$ cat src/rtl/mips_pkg.sv
// Shared fetch-stage types and constants for the MIPS pipeline front end.
package mips_pkg;

    typedef enum logic [1:0] {
        ST_IDLE  = 2'd0,
        ST_REQ   = 2'd1,
        ST_HOLD  = 2'd2,
        ST_DRAIN = 2'd3
    } fetch_state_e;

    localparam logic [31:0] NOP_INSTR = 32'h0000_0000;
    localparam int unsigned PC_INC    = 4;

endpackage

$ cat src/rtl/if_skid_buf.sv
// One-entry {pc, instr} holding register; captures a fetch that returns while decode is stalled.
// Load/clear take effect on the next edge; clear wins, so a flushed entry can never resurface.
module if_skid_buf
    import mips_pkg::*;
#(
    parameter int AW = 32,
    parameter int DW = 32
) (
    input  logic          clk,
    input  logic          rst,
    input  logic          load_i,
    input  logic          clear_i,
    input  logic [AW-1:0] pc_i,
    input  logic [DW-1:0] instr_i,
    output logic          valid_o,
    output logic [AW-1:0] pc_o,
    output logic [DW-1:0] instr_o
);

    logic          valid_q;
    logic [AW-1:0] pc_q;
    logic [DW-1:0] instr_q;

    always_ff @(posedge clk) begin
        if (rst || clear_i) begin
            valid_q <= 1'b0;
            pc_q    <= '0;
            instr_q <= DW'(NOP_INSTR);
        end else if (load_i) begin
            valid_q <= 1'b1;
            pc_q    <= pc_i;
            instr_q <= instr_i;
        end
    end

    assign valid_o = valid_q;
    assign pc_o    = pc_q;
    assign instr_o = instr_q;

endmodule

$ cat src/rtl/if_fetch_stage.sv
// Instruction fetch: owns the PC, handshakes with imem, presents a registered IF/ID bundle.
// ack in cycle n appears on if_* in n+1; stall holds if_* and parks one late fetch in the skid.
module if_fetch_stage
    import mips_pkg::*;
#(
    parameter int          AW       = 32,
    parameter int          DW       = 32,
    parameter logic [AW-1:0] RESET_PC = '0
) (
    input  logic          clk,
    input  logic          rst,
    output logic          imem_req,
    output logic [AW-1:0] imem_addr,
    input  logic          imem_ack,
    input  logic [DW-1:0] imem_rdata,
    input  logic          stall,
    input  logic          redirect,
    input  logic [AW-1:0] redirect_pc,
    output logic          if_valid,
    output logic [AW-1:0] if_pc,
    output logic [AW-1:0] if_pc4,
    output logic [DW-1:0] if_instr
);

    fetch_state_e  state_q;
    logic [AW-1:0] pc_q;
    logic          req_q;
    logic [AW-1:0] addr_q;
    logic          valid_q;
    logic [AW-1:0] ifpc_q;
    logic [AW-1:0] ifpc4_q;
    logic [DW-1:0] instr_q;

    logic          skid_load;
    logic          skid_clear;
    logic          skid_vld;
    logic [AW-1:0] skid_pc;
    logic [DW-1:0] skid_instr;
    logic [AW-1:0] pc_inc;

    assign pc_inc = pc_q + AW'(PC_INC);

    always_comb begin
        skid_load  = (state_q == ST_REQ) && !redirect && imem_ack && valid_q && stall;
        skid_clear = (state_q == ST_HOLD) && (redirect || !stall);
    end

    if_skid_buf #(.AW(AW), .DW(DW)) u_skid (
        .clk     (clk),
        .rst     (rst),
        .load_i  (skid_load),
        .clear_i (skid_clear),
        .pc_i    (pc_q),
        .instr_i (imem_rdata),
        .valid_o (skid_vld),
        .pc_o    (skid_pc),
        .instr_o (skid_instr)
    );

    always_ff @(posedge clk) begin
        if (rst) begin
            state_q <= ST_IDLE;
            pc_q    <= RESET_PC;
            req_q   <= 1'b0;
            addr_q  <= '0;
            valid_q <= 1'b0;
            ifpc_q  <= '0;
            ifpc4_q <= '0;
            instr_q <= DW'(NOP_INSTR);
        end else begin
            // Redirect flushes the bundle unconditionally; the case below only steers imem.
            if (redirect) begin
                valid_q <= 1'b0;
                instr_q <= DW'(NOP_INSTR);
                pc_q    <= redirect_pc;
            end
            case (state_q)
                ST_IDLE: begin
                    req_q   <= 1'b1;
                    addr_q  <= redirect ? redirect_pc : pc_q;
                    state_q <= ST_REQ;
                end
                ST_REQ: begin
                    if (redirect) begin
                        if (imem_ack) addr_q  <= redirect_pc;
                        else          state_q <= ST_DRAIN;
                    end else if (imem_ack) begin
                        pc_q <= pc_inc;
                        if (!valid_q || !stall) begin
                            valid_q <= 1'b1;
                            ifpc_q  <= pc_q;
                            ifpc4_q <= pc_inc;
                            instr_q <= imem_rdata;
                            addr_q  <= pc_inc;
                        end else begin
                            req_q   <= 1'b0;
                            state_q <= ST_HOLD;
                        end
                    end else if (!stall) begin
                        valid_q <= 1'b0;
                        instr_q <= DW'(NOP_INSTR);
                    end
                end
                ST_HOLD: begin
                    if (redirect) begin
                        req_q   <= 1'b1;
                        addr_q  <= redirect_pc;
                        state_q <= ST_REQ;
                    end else if (!stall && skid_vld) begin
                        valid_q <= 1'b1;
                        ifpc_q  <= skid_pc;
                        ifpc4_q <= skid_pc + AW'(PC_INC);
                        instr_q <= skid_instr;
                        req_q   <= 1'b1;
                        addr_q  <= pc_q;
                        state_q <= ST_REQ;
                    end
                end
                ST_DRAIN: begin
                    // The in-flight request could not be withdrawn; its data is dropped here.
                    if (imem_ack) begin
                        addr_q  <= redirect ? redirect_pc : pc_q;
                        state_q <= ST_REQ;
                    end
                end
                default: state_q <= ST_IDLE;
            endcase
        end
    end

    assign imem_req  = req_q;
    assign imem_addr = addr_q;
    assign if_valid  = valid_q;
    assign if_pc     = ifpc_q;
    assign if_pc4    = ifpc4_q;
    assign if_instr  = instr_q;

endmodule

$ cat config.mk
export PLATFORM = sky130hd
export DESIGN_NAME = if_fetch_stage
export DESIGN_NICKNAME = d
export VERILOG_FILES = /design/src/rtl/mips_pkg.sv /design/src/rtl/if_skid_buf.sv /design/src/rtl/if_fetch_stage.sv
export SDC_FILE = /design/constraint.sdc
export NUM_CORES = 1
export LEC_CHECK = 0
export CORE_MARGIN = 2
export CORE_UTILIZATION = 35
export DETAILED_ROUTE_END_ITERATION = 6
export PLACE_DENSITY = 0.66
export SETUP_SLACK_MARGIN = 0.4
export SLEW_MARGIN = 10
export SYNTH_ARGS = -nofsm -noshare
export SYNTH_HDL_FRONTEND = slang
export SYNTH_SLANG_ARGS = --single-unit
$ cat constraint.sdc
create_clock -name clk -period 3.6 [get_ports clk]
set_input_delay 1.08 -clock clk [delete_from_list [all_inputs] [get_ports clk]]
set_output_delay 1.08 -clock clk [all_outputs]
set_load 0.02 [all_outputs]
Word level (Yosys, flattened, before mapping)
Index checks and enable logic that the tools add are counted.
{ "op_classes": {"reduce_logical": 19, "n_bitwise": 0, "n_mul": 0, "n_shift": 0, "eq_ne": 15, "div": 0, "n_mux": 52, "magnitude_cmp": 0, "addsub": 2} }
{ "op_table": {"columns": ["cell", "n"], "rows": [
  ["two-way mux 32 bit", 26],
  ["case mux 32 bit (2 select lines)", 3],
  ["case mux 32 bit (4 select lines)", 1],
  ["adder 32 x 3 -> 32 bit (second input constant)", 2],
  ["two-way mux 2 bit", 7],
  ["two-way mux 1 bit", 12],
  ["inequality test 2 bit (second input constant)", 5],
  ["AND reduction 5 bit", 2],
  ["inequality test 3 bit (second input constant)", 3],
  ["case mux 2 bit (4 select lines)", 1],
  ["logical AND 1 bit", 6],
  ["inequality test 3 x 2 -> 1 bit (second input constant)", 2],
  ["AND reduction 6 bit", 1],
  ["equality test 2 bit (second input constant)", 2],
  ["inequality test 2 x 1 -> 1 bit (second input constant)", 2],
  ["AND reduction 4 bit", 1],
  ["logical NOT 1 bit", 3],
  ["logical OR 1 bit", 3],
  ["case mux 1 bit (3 select lines)", 1],
  ["nonzero test 3 bit", 1],
  ["equality test 2 x 1 -> 1 bit (second input constant)", 1],
  ["logical NOT 2 bit", 1],
  ["case mux 1 bit (2 select lines)", 1],
  ["nonzero test 2 bit", 1]
]} }
{ "totals": {"wordCells": 99, "out_inout_bits": 130, "n_memories": 0, "inputBits": 69, "mem_bits_ro": 0, "latchBits": 0, "reg_bits": 229, "ram_bits": 0} }

Depth between registers and ports, before layout
{ "logic_depth": {"word_depth": 6, "mapped_depth": 11, "depth_no_buf": 8} }

Hierarchy
A second synthesis with hierarchy kept.
{ "hier_totals": {"hier_cells": 1381, "hier_area_um2": 11755.0} }
{ "by_module_without_submodules": {"columns": ["mod", "seq_area_each_um2", "cells_per_inst", "n_inst", "area_per_inst_um2"], "rows": [
  ["if_fetch_stage", 3243.1, 1171, 1, 9415.3],
  ["if_skid_buf", 1301.2, 210, 1, 2339.7]
]} }

Worst setup path after synthesis
No wires, ideal clock.
{ "synth_timing": {"kind": "input port to flip-flop", "startpoint": "input port imem_ack", "endpoint": "register u_skid.instr_q[22] (netlist: u_skid.instr_o[22])", "stages": 7, "t_arrival_ps": 2472, "n_path_buf": 2, "required_ps": 3468, "setup_time_ps": 132, "slack_ps": 996, "cell_sequence": "clkbuf_1 inv_1 nor3_1 nand3_1 clkbuf_1 nand2_1 a21oi_1"} }
{ "synth_between": {"elab_chain_len": 3} }
{ "synth_rtl": {"columns": ["item", "line", "text"], "rows": [
  ["start: declaration", "if_fetch_stage.sv:14", "input logic imem_ack,"],
  ["logical AND 1 bit (3 in a row)", "if_fetch_stage.sv:44", "skid_load = (state_q == ST_REQ) && !redirect && imem_ack && valid_q && stall;"],
  ["end signal: assignment", "if_skid_buf.sv:28", "instr_q <= DW'(NOP_INSTR);"],
  ["end signal: assignment", "if_skid_buf.sv:32", "instr_q <= instr_i;"],
  ["end: declaration", "if_skid_buf.sv:22", "logic [DW-1:0] instr_q;"]
]} }
No other way between the ends.
A chain may end at the register's enable or synchronous reset.

Worst setup path in the final report
{ "layout_timing": {"startpoint": "input port stall", "endpoint": "register addr_q[21] (netlist: imem_addr[21])"} }
{ "layout_between": {"elab_chain_len": 4, "word_cells_on_any_way": 6, "cone_classes": "2 x eq/ne; 4 x reduce/logical"} }
{ "layout_rtl": {"columns": ["item", "line", "text"], "rows": [
  ["start: declaration", "if_fetch_stage.sv:16", "input logic stall,"],
  ["logical NOT 1 bit (*)", "if_fetch_stage.sv:89, if_fetch_stage.sv:109", null],
  ["logical OR 1 bit / logical AND 1 bit (equally long branches)", "if_fetch_stage.sv:89, if_fetch_stage.sv:109", null],
  ["inequality test 3 x 2 -> 1 bit (no source line)", null, null],
  ["AND reduction 4 bit (no source line) (*)", null, null],
  ["end signal: assignment", "if_fetch_stage.sv:94", "addr_q <= pc_inc;"],
  ["end signal: assignment", "if_fetch_stage.sv:107", "addr_q <= redirect_pc;"],
  ["end signal: assignment", "if_fetch_stage.sv:115", "addr_q <= pc_q;"],
  ["end: declaration", "if_fetch_stage.sv:28", "logic [AW-1:0] addr_q;"]
]} }
Mark *: on every way between the ends. The rest lies on a longest branch, timed or not.

==> metrics.cfg <==
[status]
outcome=finished clean

[yosys]
synth_edf_count=0
synth_area_leaders=dfxtp_1 40%, nand2_1 8.0%, a21oi_1 6.6%
async_reset_ff_share_pct=0
avgSynthCellArea_um2=7.86
synthDistinctLibCells=62
netlist_area_um2=11200
synth_top_cell_area_share_pct=40.5
yosysWarnings=0
syn-num-nets=1504
synth_ff_type=dfxtp_1
syn_inst=1429
yosys.area.top_type=dfxtp_1
synth-seq-cells=227
yosysSeqAreaShare_pct=40.5

[sta]
slew_headroom_pct=44.5
max_freq_mhz=354
finalCriticalPeriod_ns=2.82
fin_hold_ws_ns=0.454
period_share_pct=78.4
tightest_slew_ns=0.832
hold_viol=0
final_max_slew_viol_count=0
finalSetupViolations=0
rsz0062_at_grt=no
setup_tns_ns=0
skew_ns=0.0171

[placed_design]
dpl.hpwl_mm=24.7
placed_area_um2=13400
place_congestion=0.879
port_buffers=198

[global_route]
grt_pass1_vias=10100
grt_overflow=0
antenna_found_initial=2
track_usage_pct=20.6
grt_max_degree=139
grt_first_pass_wirelength_mm=55.9

[setup_path]
path_max_fanout=14
r2r_slack_ns=0.92
reg2reg_depth=7
cp-start-kind=input pin
worstPathRequired_ns=3.99
crit_path_top_delay_cell=clkdlybuf4s50_1
path_cells=clkdlybuf4s50_1 -> nand2_1 -> o21ai_0 -> a211o_1 -> buf_4 -> nor2_1 -> o21ai_0 -> a21oi_1
reg2reg_to=if_pc4[16]
crit_path_start=stall
criticalPathCategory=in -> reg
cp_slowest_stage_delay_ns=0.66
worstPathArrival_ns=3.22
r2r-start=pc_q[2]
cp_common_cell=o21ai_0
critPathCapture=imem_addr[21]
cp-end-kind=register

[clock_tree]
insertion_delay_ns=0.54
cts_buffers=27
clk_pin_slew_ns=0.06
clock-sinks=227
cts_hold_buffers=0
clockBufferDepth=3
h-tree-depth=1
cts_root_buf=clkbuf_16
cts_tree=yes
postCtsSetupBuffers=0
ctsResizeCount=0

[cells_and_area]
area_delta_synth_final_pct=27.3
drive_gt1_share_pct=6.82
final_common_cell=nand2_1
nNetsFinal=1624
final_area_um2=14300
final_cell_mix=240 x nand2_1, 227 x dfxtp_1, 196 x clkdlybuf4s50_1, 166 x nor2_1, 147 x a21oi_1

[route]
drt_iter0_drc=924
wl_per_cell_um=18.1
viasPerCell=5.40
drc=0
wirelength_mm=35.8
ant_nets=0
dr.pass1.iters=7
num_vias=10700

[floorplanning]
initial_core_util_pct=35.6
dieArea_um2=33500
die_height_um=183
die_w_um=183
io_pins=199
core_area_um2=31600
rows=65

[pwr]
peakVddDrop_v=0.000325
p_per_area_nw_per_um2=459
p_leak_uw=0.00483

[min_path]
hp-class=reg -> reg

[job]
cap_violations=0

==> through the flow <==
step / cells / utilization (%) / power, uW / worst slack [ns]
6_report: 1973 / 45.3 / 6560 / 0.777
5_1_grt: 1972 / 45.3 / 6810 / 0.656
4_1_cts: 1972 / 45.3 / 6610 / 0.770
3_5_place_dp: 1922 / 42.5 / 3920 / 0.227
3_3_place_gp: 1922 / 42.5 / 3910 / 0.367
2_1_floorplan: 1429 / - / 3430 / 0.996
==> kinds of logic (layout without fill, tap and decap cells) <==
family,count (synthesis),count (layout),synth area share [%]
simple gates,564,564,22.7
flops,227,227,40.5
other cells,0,1,0
mux,45,45,4.01
xor+xnor,90,90,7.02
buf+inv,151,292,5.88
fa+ha+maj,6,6,0.669
compound gates,346,346,19.3
==> power by group <==
group          switching (uW)  internal, uW
Combinational             642           457
Clock                    1110          1590
Sequential                130          2640
==> per-layer routing <==
metal / share of wire [%] / track usage, % / vias to the layer above
met5: 0.020 / 0 / -
met4: 2.3 / 4.83 / 2
met3: 9.2 / 5.90 / 59
met2: 45 / 32.5 / 367
met1: 44 / 27.9 / 5022
li1: - / - / 5209
==> worst min-delay path by stage <==
stage	end	cells after the start	slack, ns	startpoint
2_1_floorplan	u_skid.pc_o[0]	2	0.44	u_skid.pc_o[0]
3_3_place_gp	u_skid.instr_o[19]	2	0.44	u_skid.instr_o[19]
3_5_place_dp	u_skid.instr_o[25]	2	0.45	u_skid.instr_o[25]
4_1_cts	u_skid.instr_o[25]	2	0.46	u_skid.instr_o[25]
5_1_grt	u_skid.instr_o[6]	2	0.47	u_skid.instr_o[6]
6_report	u_skid.instr_o[25]	2	0.45	u_skid.instr_o[25]
==> area by class of cell <==
cell class,instances,area [um2]
inverter,10,37.5
antenna,1,2.50
multi-input combinational,1051,6080
fill,3149,17300
clock inverter,15,136
clock buffer,35,736
sequential,227,4540
tap,402,503
timing repair buffer,232,2250
==> sequential cells by signal, summed over array words and instances, names as in the netlist <==
register,count
if_instr,32
if_pc,32
imem_addr,32
pc_q,32
u_skid.instr_o,32
u_skid.pc_o,32
if_pc4,30
state_q,2
if_valid,1
imem_req,1
u_skid.valid_o,1
==> cells in the mapped netlist, types with 6 or more instances <==
cell / number
a211oi_1: 47
a21oi_1: 148
a22oi_1: 33
a31oi_1: 12
and2_1: 10
and3_1: 11
and4_1: 11
buf_1: 13
buf_2: 29
buf_4: 13
clkbuf_1: 84
dfxtp_1: 227
ha_1: 6
inv_1: 9
mux2i_1: 45
nand2_1: 240
nand2b_1: 8
nand3_1: 36
nand4_1: 29
nor2_1: 169
nor3_1: 12
o211ai_1: 17
o21ai_0: 39
o22ai_1: 7
or3_1: 9
xnor2_1: 47
xor2_1: 43
==> worst max-delay path: cells and delay by family <==
kind	cells	cell delay [ns]
AOI/OAI and AO/OA	4	0.98
buffers and inverters	2	0.94
and+or+nand+nor	2	0.21
(Power assumes the default switching activity.)
